===== src/rtl/uart_pkg.sv =====
// Shared UART transmit-path definitions: byte width, default line rate and arbiter state encoding.
package uart_pkg;

  localparam int UART_BYTE_W = 8;
  localparam int CLK_FREQ    = 50_000_000;
  localparam int BAUD        = 115_200;

  typedef enum logic [2:0] {
    ARB_IDLE,
    ARB_OWN,
    ARB_START,
    ARB_ACK,
    ARB_DONE
  } arb_state_e;

  // Index reached after stepping 'step' places from 'idx' around a ring of 'n'.
  function automatic int rr_next(input int idx, input int step, input int n);
    return (idx + step) % n;
  endfunction

endpackage


===== src/rtl/uart_rr_pick.sv =====
// Combinational round-robin pick: first set request strictly after ptr, wrapping around.
module uart_rr_pick
  import uart_pkg::*;
#(
  parameter  int N_REQ = 4,
  localparam int IDX_W = $clog2(N_REQ)
) (
  input  logic [N_REQ-1:0] req,
  input  logic [IDX_W-1:0] ptr,
  output logic [N_REQ-1:0] pick,
  output logic [IDX_W-1:0] idx,
  output logic             any
);

  logic [IDX_W-1:0] cand;

  // NOTE: every always_comb output gets a default before any branch, so no path leaves it unassigned and no latch is inferred.
  always_comb begin
    any  = 1'b0;
    idx  = '0;
    cand = '0;
    for (int k = 1; k <= N_REQ; k++) begin
      cand = IDX_W'(rr_next(int'(ptr), k, N_REQ));
      if (!any && req[cand]) begin
        any = 1'b1;
        idx = cand;
      end
    end
  end

  always_comb begin
    pick      = '0;
    pick[idx] = any;
  end

endmodule


===== src/rtl/uart_tx_arbiter.sv =====
// Message-granular round-robin arbiter sharing one uart_tx between N_REQ byte-stream requesters.
// Define UART_ARB_TIMEOUT_EN to release an owner that stalls TIMEOUT cycles mid-message.
module uart_tx_arbiter
  import uart_pkg::*;
#(
  parameter int N_REQ   = 4,
  parameter int TIMEOUT = 65535
) (
  input  logic                         clk,
  input  logic                         rst,
  input  logic [N_REQ-1:0]             req_valid,
  input  logic [UART_BYTE_W*N_REQ-1:0] req_data,
  input  logic [N_REQ-1:0]             req_last,
  output logic [N_REQ-1:0]             req_ready,
  output logic [N_REQ-1:0]             grant,
  output logic [UART_BYTE_W-1:0]       tx_data,
  output logic                         tx_start,
  input  logic                         tx_busy,
  output logic                         timeout_evt
);

  localparam int               IDX_W   = $clog2(N_REQ);
  localparam logic [IDX_W-1:0] PTR_RST = IDX_W'(N_REQ - 1);

  if (N_REQ < 2 || N_REQ > 8 || TIMEOUT < 1 || TIMEOUT > 65535) begin : g_bad_params
    $error("uart_tx_arbiter: N_REQ must be 2..8 and TIMEOUT 1..65535");
  end

  arb_state_e             state_q, state_d;
  logic [IDX_W-1:0]       ptr_q, owner_q, pick_idx;
  logic [N_REQ-1:0]       pick_onehot;
  logic                   pick_any;
  logic                   last_q;
  logic                   handshake;
  logic                   release_grant;
  logic                   to_fire;
  logic [UART_BYTE_W-1:0] req_bytes [N_REQ];

  for (genvar i = 0; i < N_REQ; i++) begin : g_bytes
    assign req_bytes[i] = req_data[i*UART_BYTE_W +: UART_BYTE_W];
  end

  uart_rr_pick #(.N_REQ(N_REQ)) u_pick (
    .req  (req_valid),
    .ptr  (ptr_q),
    .pick (pick_onehot),
    .idx  (pick_idx),
    .any  (pick_any)
  );

  assign handshake     = (state_q == ARB_OWN) && req_valid[owner_q] && !tx_busy;
  assign release_grant = ((state_q == ARB_DONE) && !tx_busy && last_q) || to_fire;

  // NOTE: clocked state uses non-blocking assignments so every register samples pre-edge values, independent of block order.
  always_ff @(posedge clk) begin
    if (rst) state_q <= ARB_IDLE;
    else     state_q <= state_d;
  end

  always_comb begin
    state_d = state_q;
    case (state_q)
      ARB_IDLE:  if (pick_any) state_d = ARB_OWN;
      ARB_OWN: begin
        if (handshake)    state_d = ARB_START;
        else if (to_fire) state_d = ARB_IDLE;
      end
      ARB_START: state_d = ARB_ACK;
      ARB_ACK:   if (tx_busy) state_d = ARB_DONE;
      ARB_DONE:  if (!tx_busy) state_d = last_q ? ARB_IDLE : ARB_OWN;
      default:   state_d = ARB_IDLE;
    endcase
  end

  always_comb begin
    req_ready          = '0;
    req_ready[owner_q] = handshake;
  end

  // Grant, pointer and the captured byte; the grant releases only after the last byte clears the line.
  always_ff @(posedge clk) begin
    if (rst) begin
      grant    <= '0;
      tx_data  <= '0;
      tx_start <= 1'b0;
      ptr_q    <= PTR_RST;
      owner_q  <= '0;
      last_q   <= 1'b0;
    end else begin
      tx_start <= handshake;
      if (state_q == ARB_IDLE && pick_any) begin
        owner_q <= pick_idx;
        grant   <= pick_onehot;
      end
      if (handshake) begin
        tx_data <= req_bytes[owner_q];
        last_q  <= req_last[owner_q];
      end
      if (release_grant) begin
        grant <= '0;
        ptr_q <= owner_q;
      end
    end
  end

`ifdef UART_ARB_TIMEOUT_EN
  localparam logic [15:0] TO_LAST = 16'(TIMEOUT - 1);

  logic [15:0] to_cnt;

  // Held at zero outside OWN, so it is already clear whenever OWN is entered.
  always_ff @(posedge clk) begin
    if (rst) begin
      to_cnt      <= '0;
      timeout_evt <= 1'b0;
    end else begin
      timeout_evt <= to_fire;
      if (state_q != ARB_OWN || handshake) to_cnt <= '0;
      else                                 to_cnt <= to_cnt + 16'd1;
    end
  end

  assign to_fire = (state_q == ARB_OWN) && !handshake && (to_cnt == TO_LAST);
`else
  assign to_fire     = 1'b0;
  assign timeout_evt = 1'b0;
`endif

endmodule


===== config.mk =====
export PLATFORM = sky130hd
export DESIGN_NAME = uart_tx_arbiter
export DESIGN_NICKNAME = d
export VERILOG_FILES = /design/src/rtl/uart_pkg.sv /design/src/rtl/uart_rr_pick.sv /design/src/rtl/uart_tx_arbiter.sv
export SDC_FILE = /design/constraint.sdc
export NUM_CORES = 1
export LEC_CHECK = 0
export ABC_AREA = 1
export BUFFER_PORTS_ARGS = -buffer_cell sky130_fd_sc_hd__buf_2
export CAP_MARGIN = 20
export CORE_MARGIN = 10
export CORE_UTILIZATION = 49
export DETAILED_ROUTE_END_ITERATION = 8
export PLACE_DENSITY = 0.81
export SKIP_LAST_GASP = 1
export SLEW_MARGIN = 20
export SYNTH_ARGS = -nofsm -noshare
export SYNTH_HDL_FRONTEND = slang
export SYNTH_HIERARCHICAL = 1
export SYNTH_SLANG_ARGS = --single-unit

===== constraint.sdc =====
create_clock -name clk -period 1.9 [get_ports clk]
set_clock_uncertainty 0.1 [all_clocks]
set_input_delay 0.095 -clock clk [delete_from_list [all_inputs] [get_ports clk]]
set_output_delay 0.095 -clock clk [all_outputs]
set_load 0.05 [all_outputs]

==> results.cfg, run 1 <==
[logic_synthesis]
synthCells = 240
yosysUniqueCellTypes = 28
synth.area.top_cells = dfxtp_1 27%, nand2_1 14%, nand3_1 8.7%
seq_area_frac_synth_pct = 27.1
synth_top_cell_area_share_pct = 27.1
yosys_register_bits = 21
netlist_area_um2 = 1550
syn_area_per_cell_um2 = 6.45
netlist.top_cell.by_area = dfxtp_1
synth.net_count = 283
yosys_warnings = 6

[drt]
first_pass_iters = 4
drtIter0Drc = 92
drtAntennaViolNets = 0
vias = 1728
wl_um = 4210
wl_per_cell_um = 12.3
via_per_inst = 5.04
drc = 0

[setup_path]
path_class = flop to output pin
arrival_ns = 1.62
crit_required_ns = 1.70
end_kind = output pin
path_cells = inv_8 > nand2_2 > nand2_1 > nand2_1 > nand2_2 > nand2_4 > nor3_2 > buf_2
critPathSlowestCell = dfxtp_2
start_kind = flop
critical_path.max_fanout = 16
cp_slowest_stage_delay_ns = 0.39

[power_and_ir_drop]
p_per_area_nw_per_um2 = 750
clkPwrFrac_pct = 15.4
ir_drop_v = 0.000373
switchingPower_uw = 651
power_frac_comb_pct = 47.1
p_sw_share_pct = 45.5
p_int_uw = 779
pwr-share-seq_pct = 37.6
p_leak_uw = 0.000989

[place]
place_ws_ns = 0.00727
hpwl_um = 3370
gp_congestion = 0.912
io_buffers = 59

[timing]
fin_ws_ns = 0.0831
max_freq_mhz = 550
min_period_ns = 1.82
setup_viol = 0
tns_ns = 0
fin_crit_sh_pct = 95.6
drv_slew = 0
grt_setup_unrepaired = false
hold_violations = 0

[floorplanning]
coreArea_um2 = 3030
die_h_um = 76.2
initial_core_util_pct = 51.2
die-area_um2 = 5810
rows = 20
io_pins = 61
dieWidth_um = 76.2

[global_route]
grt_pass1_wl_um = 7060
grt_max_degree = 17
grt_overflow = 0
first_global_vias = 1642
antenna_found_initial = 0
grtUsageTotal_pct = 13.8

[clock_tree]
clk_path_buf_depth = 2
cts_tree = yes
path_clk_slew_ns = 0.12
numCtsBuffers = 3
clock-root-buffer = clkbuf_4
cts_max_level = 1
cts_num_sinks = 21
post-cts-setup-buffer-count = 0
clock_latency_ns = 0.31

[flow_run]
maxCapViolations = 0

[status]
status = finished clean

[layout]
n_fill_cell = 293
antennaDiodeCount = 0
nNetsFinal = 343
drive_gt1_share_pct = 37.8
area_growth_pct = 23.1

[worst_hold_path]
worstHoldPathType = input port to flop
cell usage in the layout (no fill, tap or decap), types with 2 or more instances in the layout:
cell           count
o211ai_1           2
nor2_1            26
nand2_4            3
nand3_2            3
nand2_1           56
dlygate4sd3_1      2
clkbuf_4           6
buf_2             56
a21oi_1           10
nor2_2             5
nand3_1           27
nand2_2           18
o21ai_0           10
nor3_2             4
nand4_1           11
dfxtp_1           18
inv_8              2
inv_1             15
buf_4              5
inv_2              5
dfxtp_2            2
o21ai_1            5
state kept, by name, summed over array words and instances, names as in the netlist:
signal,cells
state_q,3
tx_start,1
ptr_q,2
tx_data,8
owner_q,2
grant,4
last_q,1
critical path: cells and delay by family (launching register included):
kind / cells / cell delay [ns]
flip-flops: 1 / 0.39
buffers and inverters: 2 / 0.41
AND/OR/NAND/NOR: 6 / 0.51
path summary, 6_finish.rpt:
check / end / slack, ns / cells after the start / from
setup / recovery: req_ready[0] / 0.08 / 8 / owner_q[0]$_SDFFE_PP0P_
hold / removal: last_q$_SDFFE_PP0P_ / 0.04 / 5 / req_last[1]
setup reg to reg: grant[1]$_SDFFE_PP0P_ / 0.16 / 10 / ptr_q[1]$_SDFFE_PP1P_
hold reg to reg: grant[0]$_SDFFE_PP0P_ / 0.35 / 2 / grant[0]$_SDFFE_PP0P_
cell families after synthesis:
kind of cell / count (synthesis) / synth area share, %
DFF: 21 / 27.1
other: 1 / 0.242
and+or+nand+nor: 156 / 50.6
buffers and inverters: 34 / 12.4
AOI/OAI and AO/OA: 28 / 9.61
power by group through the flow:
stage,Clock (uW),Combinational (uW),Sequential [uW]
after floorplan,0,403,658
after global placement,0,659,546
after detailed placement,0,662,548
after CTS,226,669,538
after global routing,240,738,547
final,220,673,537
through the flow:
step	instances	cell area [um^2]	utilization [%]	total power, uW	hold slack [ns]
after floorplan	240	1550	-	1060	0.0641
after global placement	337	1850	61.0	1210	0.215
after detailed placement	337	1850	61.0	1210	0.219
after CTS	343	1890	62.6	1430	0.0364
after global routing	343	1910	63.0	1530	0.0663
final	343	1910	63.0	1430	0.0374
Yosys cell counts:
cell	n
inv_1	15
inv_2	5
buf_4	1
nand2_2	18
nand2_1	56
nor2_4	1
nor3_2	4
buf_6	3
o211ai_1	2
nand2_4	3
nand3b_1	1
nand4_1	11
conb_1	1
nand3_1	27
o21ai_2	1
o21ai_0	11
dfxtp_1	21
nor3_1	1
clkinv_1	1
buf_2	5
clkbuf_2	1
inv_8	2
nor2_2	5
nand3_2	3
a21oi_1	10
nor2_1	26
buf_12	1
o21ai_1	4
metal layers:
layer	vias up	track usage, %	share of wire (%)
met4	0	5.76	2.7
met1	774	17.0	46
met3	12	1.77	4.5
li1	894	-	-
met2	48	23.6	47
met5	-	0	0
what timing repair did:
item	in CTS	in global routing
pin swaps	0	0
hold endpoints to repair	3	0
endpoints found under the setup margin	3	12
gates cloned	0	0
gates resized for setup	1	7
hold buffers	2	0
final cells by class:
cell class,instances,area (um^2),share of cell area (%)
multi-input cells,185,936,49.1
clock inverters,1,5.00,0.262
clock buffers,3,22.5,1.18
flip-flops and latches,21,427,22.4
inverters,23,101,5.31
well taps,44,55.1,2.89
repair buffers,66,360,18.9
Power figures use the tool's default switching activity.
==> run 2, diff against run 1 <==
- ABC_AREA: 1 -> 0
- CORE_UTILIZATION: 49 -> 47
- PLACE_DENSITY: 0.81 -> 0.8
==> run 2 against run 1 <==
- worst hold slack improved by 0.0061 ns
- cell count fell by 29%
- die area fell by 3.1%
- register-to-register slack improved by 0.11 ns
- combinational power fell by 40%
- first-iteration DRC count rose by 35%
- setup slack improved by 0.0068 ns
- fmax rose by 0.38%
- synthesized cell count fell by 35%
- highest routed layer unchanged
==> results.cfg, run 2 <==
[drt]
drtIter0Drc = 124
via_per_inst = 5.86
wl_um = 3950
vias = 1418
first_pass_iters = 4
drc = 0
drtAntennaViolNets = 0
wl_per_cell_um = 16.3

[layout]
multi_input_area_um2 = 922
area_growth_pct = 25.3
nNetsFinal = 255
n_fill_cell = 270
layout_commonest_cell = buf_2
drive_gt1_share_pct = 42.2
largest_reg_flops = 8
fin_util_pct = 63.0
layout_common_cells = 55 x buf_2, 19 x dfxtp_1, 13 x nor2_1
regMostFlops = tx_data
antennaDiodeCount = 0
instances_no_fill = 242
top_regs = tx_data (8), grant (4), state_q (3)
register_area_um2 = 423

[flow_run]
maxCapViolations = 0

[logic_synthesis]
synthCells = 156
synth_top_cell_area_share_pct = 29.6
ys.flop_type = dfxtp_1
synth_most_common_cell = dfxtp_1
yosys_register_bits = 21
synth.net_count = 199
syn_area_per_cell_um2 = 9.12
synth.area.top_cells = dfxtp_1 30%, mux4_2 7.9%, mux4_1 7.4%
netlist_area_um2 = 1420
synth_edf_count = 0
yosys_warnings = 6
synthTopCellsByCount = 21 x dfxtp_1, 13 x nor2_1, 11 x a21oi_1
netlist.top_cell.by_area = dfxtp_1
yosysUniqueCellTypes = 47
seq_area_frac_synth_pct = 29.6
async_reset_ff_share_pct = 0

[setup_path]
start_kind = flop
cpLargestDelayFamily = flip-flops
critPathSlowestCell = dfxtp_1
crit_required_ns = 1.70
worst-path-buf-inv = 1
cp_slowest_stage_delay_ns = 0.45
path_class = flop to output pin
path_cells = mux2i_1 > nor2_1 > nand3_1 > nor2_1 > clkbuf_4
end_kind = output pin
cp_common_cell = nor2_1
arrival_ns = 1.62
critical_path.max_fanout = 4

[timing]
fin_ws_ns = 0.0899
fin_crit_sh_pct = 95.3
grt_setup_unrepaired = true
setup_viol = 0
hold_violations = 0
max_freq_mhz = 552
drv_slew = 0
min_period_ns = 1.81

[global_route]
antenna_found_initial = 0
grt_overflow = 0
grtUsageTotal_pct = 13.5
grt_pass1_wl_um = 6010
first_global_vias = 1294
grt_max_degree = 22

[clock_tree]
clk_path_buf_depth = 2
numCtsBuffers = 3
cts_num_sinks = 21
cts_max_level = 1
cts_tree = yes
clock-root-buffer = clkbuf_4
clock_latency_ns = 0.31
path_clk_slew_ns = 0.12
cts_hold_buf = 0
post-cts-setup-buffer-count = 0

[power_and_ir_drop]
p_per_area_nw_per_um2 = 624
p_leak_uw = 0.000786
ir_drop_v = 0.000466

[floorplanning]
coreArea_um2 = 2830
io_pins = 61
dieWidth_um = 75.0
die_h_um = 75.0
initial_core_util_pct = 50.3
die-area_um2 = 5630
rows = 19

[place]
hpwl_um = 3050
gp_congestion = 0.859
dp.cells = 238
io_buffers = 59
place_ws_ns = 0.180

[status]
status = finished clean

[worst_hold_path]
worstHoldPathType = input port to flop
[run 2: routing by layer]
layer	vias up	wire length (um)	global-route usage [%]	part of all wire, %
li1	700	-	-	-
met1	659	1660	15.8	42
met2	57	1830	22.6	46
met3	2	438	5.39	11
met4	0	12	3.15	0.30
met5	-	0	0	0
[run 2: layout make-up]
| type | count | area share, % |
|---|---|---|
| clock buffers | 4 | 1.47 |
| inverters | 3 | 0.632 |
| multi-input cells | 117 | 51.7 |
| flip-flops and latches | 21 | 23.7 |
| well taps | 31 | 2.18 |
| repair buffers | 66 | 20.3 |
[run 2: per-stage QoR]
step / total power, uW / hold WS [ns] / setup TNS [ns] / cell area, um^2
after global placement: 887 / 0.362 / 0 / 1730
final: 1110 / 0.0435 / 0 / 1780
after detailed placement: 892 / 0.367 / 0 / 1730
after CTS: 1120 / 0.0357 / 0 / 1770
after global routing: 1180 / 0.0366 / -0.0213 / 1780
after floorplan: 788 / 0.159 / 0 / 1420
[run 2: report_power, final]
group	leakage [uW]	switching (uW)	internal (uW)
combinational	0.000600	224	178
clock	0.0000150	138	82.1
sequential	0.000172	22.9	468
total	0.000786	385	728
[run 2: path summary, 6_finish.rpt]
| path | startpoint | to | slack [ns] | depth (start not counted) |
|---|---|---|---|---|
| max | owner_q[1]$_SDFFE_PP0P_ | req_ready[1] | 0.09 | 5 |
| max reg2reg | owner_q[1]$_SDFFE_PP0P_ | tx_data[0]$_SDFFE_PP0P_ | 0.27 | 4 |
| min | tx_busy | state_q[2]$_SDFFE_PP0P_ | 0.04 | 2 |
| min reg2reg | tx_data[5]$_SDFFE_PP0P_ | tx_data[5]$_SDFFE_PP0P_ | 0.39 | 2 |
[run 2: what timing repair did]
item,4_1_cts,5_1_grt
endpoints found under the setup margin,2,13
resized for setup,4,8
cloned,0,0
[run 2: cell families (layout without fill, tap and decap cells)]
kind of cell / Yosys count / count (layout) / synth area share, %
other cells: 1 / 1 / 0.264
flops: 21 / 21 / 29.6
simple gates: 54 / 54 / 21.1
buf+inv: 18 / 73 / 6.60
mux: 19 / 19 / 22.5
compound gates: 43 / 43 / 20.0
==> run 3, diff against run 2 <==
- CORE_UTILIZATION: 47 -> 30
- PLACE_DENSITY: 0.8 -> 0.56
==> run 3 against run 2 <==
- die area is 40% higher
- via count is 0.21% lower
- worst hold slack better by 0.073 ns
- combinational power is 1% higher
- sequential cell count stayed put
- highest routed layer unchanged
- routed wire length is 6.9% higher
- sequential power hardly changed
- core utilization is 22 points lower
- first-iteration DRC count is 54% lower
- cell count is 9.1% higher
- largest cell class unchanged
==> results.cfg, run 3 (synthesized netlist as in run 2, its figures left out) <==
[layout]
largest_reg_flops = 8
drive_gt1_share_pct = 41.5
regMostFlops = tx_data
antennaDiodeCount = 0
nNetsFinal = 256
area_growth_pct = 27.9
top_regs = tx_data (8), grant (4), state_q (3)
n_fill_cell = 439
layout_commonest_cell = buf_2
final_area_um2 = 1820
layout_common_cells = 57 x buf_2, 20 x dfxtp_1, 13 x nor2_1

[setup_path]
start_kind = flop
r2r_end = tx_data[7]$_SDFFE_PP0P_
cpLargestDelayFamily = multiplexers
cp_slowest_stage_delay_ns = 0.44
end_kind = output pin
worstReg2RegStart = owner_q[1]$_SDFFE_PP0P_
arrival_ns = 1.58
path_class = flop to output pin
path_cells = mux2i_1 > nor4_2 > and2_1 > clkbuf_4
regToRegSetupSlack_ns = 0.25
crit_required_ns = 1.70
crit_cells = 4
critPathSlowestCell = mux2i_1
worst-path-buf-inv = 1
reg2reg_depth = 4
critical_path.max_fanout = 5

[floorplanning]
die_h_um = 88.9
coreArea_um2 = 4470
initial_core_util_pct = 31.8
dieWidth_um = 88.9
rows = 24
io_pins = 61
die-area_um2 = 7900

[drt]
vias = 1415
drtAntennaViolNets = 0
wl_um = 4220
drtIter0Drc = 57
via_per_inst = 5.36
wl_per_cell_um = 16.0
drc = 0
first_pass_iters = 4

[global_route]
gr-usage-met2_pct = 18.0
grtUsageTotal_pct = 10.6
grt.met3_usage_pct = 4.78
first_global_vias = 1417
grt_max_degree = 22
use_met1_pct = 11.9
grt_pass1_wl_um = 6640
grt-busiest-layer = met2
antenna_found_initial = 0
grt_overflow = 0

[clock_tree]
cts_hold_buf = 0
numCtsBuffers = 3
cts_max_level = 1
ctsResizeCount = 1
clock-root-buffer = clkbuf_8
post-cts-setup-buffer-count = 0
clk_path_buf_depth = 2
cts_num_sinks = 21
clock_latency_ns = 0.26
path_clk_slew_ns = 0.08
cts_tree = yes

[timing]
fin_crit_sh_pct = 93.7
max_freq_mhz = 562
setup_viol = 0
hold_violations = 0
min_period_ns = 1.78
tns_ns = 0
drv_slew = 0
grt_setup_unrepaired = false

[worst_hold_path]
worstHoldPathType = input port to flop
min_path_cells = 2
whs_endpoint = state_q[2]$_SDFFE_PP0P_
hp-start = tx_busy

[place]
hpwl_um = 3280
io_buffers = 59
gp_congestion = 0.836
dpl_cell_area_um2 = 1760

[flow_run]
maxCapViolations = 0

[power_and_ir_drop]
p_per_area_nw_per_um2 = 654
p_leak_uw = 0.000796
ir_drop_v = 0.000319

[status]
status = finished clean
## run 3: cell types whose count changed in the layout (fill, tap and decap cells not counted)
cell / delta
mux2i_2: -1
dfxtp_2: -1
or2_2: +1
buf_6: -1
or2_4: -1
clkbuf_8: +3
mux2i_1: +1
buf_4: -1
dfxtp_1: +1
clkbuf_4: -2
buf_2: +2
## run 3: worst reg2reg max path, delay by kind of cell, from the launching register on
kind               cells  cell delay [ns]
DFF                    1             0.39
AOI/OAI and AO/OA      3             0.64
muxes                  1             0.44
## run 3: cell type report
| class | count | area, um^2 | share of cell area, % |
|---|---|---|---|
| Multi-Input combinational cell | 117 | 916 | 50.3 |
| Sequential cell | 21 | 422 | 23.2 |
| Timing Repair Buffer | 67 | 360 | 19.8 |
| Tap cell | 52 | 65.1 | 3.58 |
| Clock buffer | 4 | 45.0 | 2.48 |
| Inverter | 3 | 11.3 | 0.619 |
## run 3: per-stage QoR
stage	instances	hold slack (ns)	power (uW)	setup slack, ns	utilization (%)
5_1_grt	264	0.136	1260	0.0207	40.7
6_report	264	0.117	1190	0.121	40.7
2_1_floorplan	156	0.159	788	0.0528	-
3_5_place_dp	260	0.371	905	0.0897	39.3
4_1_cts	264	0.116	1200	0.0183	40.5
3_3_place_gp	260	0.363	904	0.210	39.3
## run 3: worst max-delay path by stage
stage	slack [ns]	startpoint	endpoint
2_1_floorplan	0.05	state_q[0]$_SDFFE_PP0P_	req_ready[1]
3_3_place_gp	0.21	owner_q[1]$_SDFFE_PP0P_	tx_data[7]$_SDFFE_PP0P_
3_5_place_dp	0.09	owner_q[1]$_SDFFE_PP0P_	tx_data[7]$_SDFFE_PP0P_
4_1_cts	0.02	owner_q[1]$_SDFFE_PP0P_	tx_data[7]$_SDFFE_PP0P_
5_1_grt	0.02	owner_q[0]$_SDFFE_PP0P_	req_ready[3]
6_report	0.12	owner_q[1]$_SDFFE_PP0P_	req_ready[0]
## run 3: per-layer routing
layer  routed length, um  vias up
met1                1860      664
met3                 538        4
met5                   0        -
met2                1790       51
met4                  28        0
li1                    -      696
## run 3: where the power goes
group	switching [uW]	leakage [uW]	internal (uW)
Combinational	229	0.000602	179
Clock	143	0.0000228	149
Sequential	24.2	0.000171	467
